==> src/rtl/dbg_pkg.sv <==
// Shared definitions for the serial debug unit (hex parser and hex printer).
// Holds the transmit FSM state encoding, the TX request type codes and the
// ASCII control characters that both directions of the debug link rely on.
package dbg_pkg;

    typedef enum logic [2:0] {
        S_IDLE = 3'd0,
        S_CHAR = 3'd1,
        S_CR   = 3'd2,
        S_LF   = 3'd3,
        S_DONE = 3'd4
    } tx_state_t;

    localparam logic [1:0] T_RAW  = 2'b00;
    localparam logic [1:0] T_HEXB = 2'b01;
    localparam logic [1:0] T_HEXW = 2'b10;
    localparam logic [1:0] T_CRLF = 2'b11;

    localparam logic [7:0] CH_CR = 8'h0D;
    localparam logic [7:0] CH_LF = 8'h0A;
    localparam logic [7:0] CH_SP = 8'h20;

endpackage

==> src/rtl/nib2ascii.sv <==
// Converts one nibble to its uppercase ASCII hex digit.
// Latency: combinational.
// Ports: nib (4-bit value), asc (8-bit character '0'-'9', 'A'-'F').
module nib2ascii (
    input  logic [3:0] nib,
    output logic [7:0] asc
);

    assign asc = (nib < 4'd10) ? (8'h30 + {4'h0, nib})
                               : (8'h37 + {4'h0, nib});

endmodule

==> src/rtl/hex_print.sv <==
// Formats a raw byte, a hex byte, a hex word or a bare line end as an ASCII
// character frame for the UART transmitter; req/ack on the control side.
// Latency: first char the cycle after req is sampled; one char per clock
// while rdy_tx is high; ack_tx pulses one cycle after the last char.
// Backpressure: vld_tx/d_tx and all internal state hold while !rdy_tx.
// Ports: clk, rstn; req_tx/type_tx/dat_tx/busy_tx/ack_tx (control side);
//        d_tx/vld_tx/rdy_tx (UART side).
module hex_print
    import dbg_pkg::*;
#(
    parameter bit APPEND_CRLF = 1'b1
) (
    input  logic        clk,
    input  logic        rstn,
    input  logic        req_tx,
    input  logic [1:0]  type_tx,
    input  logic [31:0] dat_tx,
    output logic        busy_tx,
    output logic        ack_tx,
    output logic [7:0]  d_tx,
    output logic        vld_tx,
    input  logic        rdy_tx
);

    tx_state_t   state, state_nxt;
    logic [31:0] sh, sh_nxt;
    logic [3:0]  cnt, cnt_nxt;
    logic [1:0]  type_q, type_nxt;
    logic [7:0]  d_nxt;
    logic [7:0]  asc_nxt;
    logic        xfer;

    // The digit is looked up on the value the shift register is about to
    // take, so d_tx can be a plain flop and still be correct in the first
    // CHAR cycle and right after each shift.
    nib2ascii u_nib2ascii (
        .nib (sh_nxt[31:28]),
        .asc (asc_nxt)
    );

    assign xfer = vld_tx && rdy_tx;

    always_comb begin
        state_nxt = state;
        sh_nxt    = sh;
        cnt_nxt   = cnt;
        type_nxt  = type_q;
        case (state)
            S_IDLE: begin
                if (req_tx) begin
                    type_nxt  = type_tx;
                    state_nxt = S_CHAR;
                    case (type_tx)
                        T_RAW: begin
                            sh_nxt  = {dat_tx[7:0], 24'h0};
                            cnt_nxt = 4'd1;
                        end
                        T_HEXB: begin
                            sh_nxt  = {dat_tx[7:0], 24'h0};
                            cnt_nxt = 4'd2;
                        end
                        T_HEXW: begin
                            sh_nxt  = dat_tx;
                            cnt_nxt = 4'd8;
                        end
                        default: begin
                            sh_nxt    = dat_tx;
                            cnt_nxt   = 4'd0;
                            state_nxt = S_CR;
                        end
                    endcase
                end
            end
            S_CHAR: begin
                if (xfer) begin
                    if (cnt > 4'd1) begin
                        sh_nxt  = {sh[27:0], 4'h0};
                        cnt_nxt = cnt - 4'd1;
                    end else if (APPEND_CRLF && (type_q == T_HEXB || type_q == T_HEXW)) begin
                        state_nxt = S_CR;
                    end else begin
                        state_nxt = S_DONE;
                    end
                end
            end
            S_CR:    if (xfer) state_nxt = S_LF;
            S_LF:    if (xfer) state_nxt = S_DONE;
            S_DONE:  state_nxt = S_IDLE;
            default: state_nxt = S_IDLE;
        endcase
    end

    always_comb begin
        d_nxt = 8'h00;
        case (state_nxt)
            S_CHAR:  d_nxt = (type_nxt == T_RAW) ? sh_nxt[31:24] : asc_nxt;
            S_CR:    d_nxt = CH_CR;
            S_LF:    d_nxt = CH_LF;
            default: d_nxt = 8'h00;
        endcase
    end

    always_ff @(posedge clk or negedge rstn) begin
        if (!rstn) begin
            state   <= S_IDLE;
            sh      <= 32'h0;
            cnt     <= 4'd0;
            type_q  <= T_RAW;
            busy_tx <= 1'b0;
            ack_tx  <= 1'b0;
            vld_tx  <= 1'b0;
            d_tx    <= 8'h00;
        end else begin
            state   <= state_nxt;
            sh      <= sh_nxt;
            cnt     <= cnt_nxt;
            type_q  <= type_nxt;
            busy_tx <= (state_nxt != S_IDLE);
            ack_tx  <= (state_nxt == S_DONE);
            vld_tx  <= (state_nxt == S_CHAR) || (state_nxt == S_CR) || (state_nxt == S_LF);
            d_tx    <= d_nxt;
        end
    end

endmodule

==> config.mk <==
export PLATFORM = sky130hd
export DESIGN_NAME = hex_print
export DESIGN_NICKNAME = d
export VERILOG_FILES = /design/src/rtl/dbg_pkg.sv /design/src/rtl/nib2ascii.sv /design/src/rtl/hex_print.sv
export SDC_FILE = /design/constraint.sdc
export NUM_CORES = 1
export LEC_CHECK = 0
export ABC_AREA = 1
export ABC_CLOCK_PERIOD_IN_PS = 1800
export CORE_MARGIN = 2
export CORE_UTILIZATION = 40
export DETAILED_ROUTE_END_ITERATION = 8
export PLACE_DENSITY = 0.77
export SETUP_SLACK_MARGIN = 0.05
export SKIP_CTS_REPAIR_TIMING = 1
export SLEW_MARGIN = 10
export SYNTH_ARGS = -nofsm -noshare
export SYNTH_HDL_FRONTEND = slang
export SYNTH_SLANG_ARGS = --single-unit
==> constraint.sdc <==
create_clock -name clk -period 1.8 [get_ports clk]
set_input_delay 0.18 -clock clk [delete_from_list [all_inputs] [get_ports clk]]
set_output_delay 0.18 -clock clk [all_outputs]
set_load 0.01 [all_outputs]
==> results.json, run 1 <==
{
  "totalWireLength_um": 7200,
  "grt_pass1_wl_um": 11200,
  "synth_seq_cells": 52,
  "max_stage_delay_ns": 0.40,
  "synth_ff_type": "dfrtp_1",
  "tightestPinTransition_ns": 0.439,
  "dr.pass1.iters": 4,
  "overflow": 0,
  "via_per_inst": 5.21,
  "skew_ns": 0.00748,
  "cts_sinks": 52,
  "place.gp.congestion": 0.873,
  "start_util_pct": 41.7,
  "crit_slowest_cell": "dfrtp_1",
  "combPwrFrac_pct": 60.8,
  "coreArea_um2": 6390,
  "setup_viol": 7,
  "drive_gt1_share_pct": 26.0,
  "fin_nets": 455,
  "synth.avg_cell_area_um2": 8.22,
  "grt_pass1_vias": 2504,
  "utilization_pct": 59.5,
  "io_buffers": 48,
  "synth_async_sr_flop_share_pct": 100,
  "synth.most_common_cell": "nand2_1",
  "grt.total_usage_pct": 19.3,
  "relSlewSlack_pct": 70.4,
  "fin_cells": 492,
  "post-route-period-util_pct": 104,
  "hold_violations": 0,
  "dp_cells": 474,
  "synth_simple_gate_area_share_pct": 24.0,
  "dp_slack_ns": -0.111,
  "outcome": "finished with violations",
  "required_ns": 2.00,
  "path_delay_family": "simple AND/OR/NAND/NOR gates",
  "holdWs_ns": 0.396,
  "die-width_um": 85.6,
  "violations": "setup timing",
  "syn-cell-area_um2": 2660,
  "synth-xor-area-share_pct": 0.329,
  "syn_inst": 324,
  "dieArea_um2": 7320,
  "io_pins": 49,
  "period_needed_ns": 1.88,
  "yosys.area_share.adder_pct": 1.41,
  "max_freq_mhz": 533,
  "synth_edf_count": 0,
  "clk_path_buf_depth": 2,
  "worst_slack_ns": -0.0751,
  "crit_type": "flip-flop to flip-flop",
  "p_seq_share_pct": 28.9,
  "switching_share_pct": 43.5,
  "power.leakage_nw": 1.80,
  "dr_total_vias": 2563,
  "path_buf_inv": 2,
  "drtIter0Drc": 179,
  "synth_top_family_by_area": "simple AND/OR/NAND/NOR gates",
  "vdd_ir_drop_max_uv": 791,
  "cts_buffers": 5,
  "chipHeight_um": 85.6,
  "yosysWarnings": 0,
  "cp_data_arrival_time_ns": 2.07,
  "cts_root_buf": "clkbuf_8",
  "startpoint_type": "flip-flop",
  "hpwl_um": 4950,
  "htreeDepth": 2,
  "drv_slew": 0,
  "rsz0062_at_grt": "yes",
  "setup-tns-final_ns": -0.319,
  "clk_latency_ns": 0.30,
  "switching_power_w": 0.00289,
  "diodes": 0,
  "synthTopCellsByArea": "dfrtp_1 49%, nand2_1 13%, inv_1 5.8%",
  "route.detailed.drc": 0,
  "ff2ff_setup_slack_ns": -0.08,
  "power_density_nw_per_um2": 1750,
  "num_rows": 29,
  "path_clk_slew_ns": 0.09,
  "crit_fanout": 5,
  "cts_tree": "built",
  "synth_compound_area_share_pct": 16.2,
  "synth.distinct_cells": 32,
  "yosysTopAreaCellShare_pct": 48.9,
  "clockPowerShare_pct": 10.3,
  "endpoint_kind": "flip-flop",
  "synth_mux_area_share_pct": 0,
  "antenna_found_initial": 0,
  "fill_cells": 550,
  "path_cells": "inv_2, ha_4, inv_2, nand2_2, nand2_4, nand3_4, o21ai_4, nor2_4, ha_4, nand3b_1, nand3_1, nand2_1, nand2_1",
  "wl_per_cell_um": 14.6,
  "synthTopCellsByCount": "94 x nand2_1, 52 x dfrtp_1, 41 x inv_1, 23 x o21ai_0, 18 x nand3_1",
  "yosys.area.top_type": "dfrtp_1",
  "hold_path_class": "input pin to asynchronous set/reset pin",
  "ant_nets": 0,
  "syn2layout_area_growth_pct": 42.7,
  "syn-num-nets": 365,
  "internal-power_w": 0.00376,
  "grt_max_degree": 53,
  "seq_area_frac_synth_pct": 48.9,
  "cap_violations": 0
}
[cell usage in the layout (no fill, tap or decap), drive strengths merged]
cell / n
nand2: 103
a21oi: 17
a31oi: 2
buf: 43
dlygate4sd3: 1
nor3: 2
o31ai: 1
nand3b: 1
nand4: 1
inv: 48
ha: 3
clkbuf: 8
clkdlybuf4s50: 47
dfrtp: 52
nand3: 20
a22oi: 9
xnor2: 1
o211ai: 13
nor2: 14
o21ai: 29
[cell type report]
type,count,area [um^2],area share [%]
timing repair buffer,91,845,22.2
sequential,52,1300,34.2
multi-input combinational,216,1280,33.8
inverter,48,185,4.87
clock buffer,8,90.1,2.37
tap,77,96.3,2.54
[per-stage QoR]
step           area (um^2)  power [W]
2_1_floorplan         2700    0.00400
4_1_cts               3570    0.00602
6_report              3800    0.00665
3_3_place_gp          3480    0.00518
5_1_grt               3800    0.00715
3_5_place_dp          3480    0.00530
[power groups by stage]
stage / sequential, W / combinational (W) / clock [W]
CTS: 0.00190 / 0.00342 / 0.000697
global route: 0.00196 / 0.00444 / 0.000753
global placement: 0.00190 / 0.00328 / 0
finish: 0.00192 / 0.00404 / 0.000684
floorplan: 0.00191 / 0.00208 / 0
detailed placement: 0.00192 / 0.00339 / 0
[logic make-up (layout without fill, tap and decap cells)]
| family | Yosys count | in the layout |
|---|---|---|
| buffers and inverters | 57 | 147 |
| adder cells (fa/ha/maj) | 3 | 3 |
| flip-flops | 52 | 52 |
| XOR/XNOR | 1 | 1 |
| AO/OA/AOI/OAI | 71 | 71 |
| AND/OR/NAND/NOR | 140 | 141 |
[tightest hold or removal path, delay by kind of cell]
family	cells	cell delay [ns]
buf+inv	3	0.90
[per-layer routing]
metal | share of wire, % | global-route usage, % | vias up
met5 | 0 | 0 | -
met4 | 2.0 | 7.07 | 0
met3 | 4.2 | 3.18 | 18
met2 | 52 | 33.2 | 74
met1 | 42 | 24.4 | 1230
li1 | - | - | 1241
[path summary, 6_finish.rpt]
kind / end / from / cells after the start
setup / recovery: d_tx[1] / cnt[0] / 13
hold / removal: sh[11] / rstn / 3
setup reg to reg: d_tx[1] / cnt[0] / 13
hold reg to reg: cnt[2] / cnt[2] / 1
max in group asynchronous: d_tx[1] / rstn / 3
min in group clk: sh[12] / dat_tx[12] / 3
[sequential cells by signal, indices dropped and copies added, names as in the netlist]
register,cells
busy_tx,1
d_tx,8
ack_tx,1
state,3
cnt,4
sh,32
vld_tx,1
type_q,2
Power figures use the tool's default switching activity.
==> inputs of run 2 (changes only) <==
--- a/config.mk
+++ b/config.mk
@@ -9,6 +9,7 @@
 export ABC_CLOCK_PERIOD_IN_PS = 1800
 export CORE_MARGIN = 2
 export CORE_UTILIZATION = 40
+export CTS_CLUSTER_SIZE = 14
 export DETAILED_ROUTE_END_ITERATION = 8
 export PLACE_DENSITY = 0.77
 export SETUP_SLACK_MARGIN = 0.05
==> results of run 2 <==
The final DEF is identical to that of run 1; final timing and power are the same.
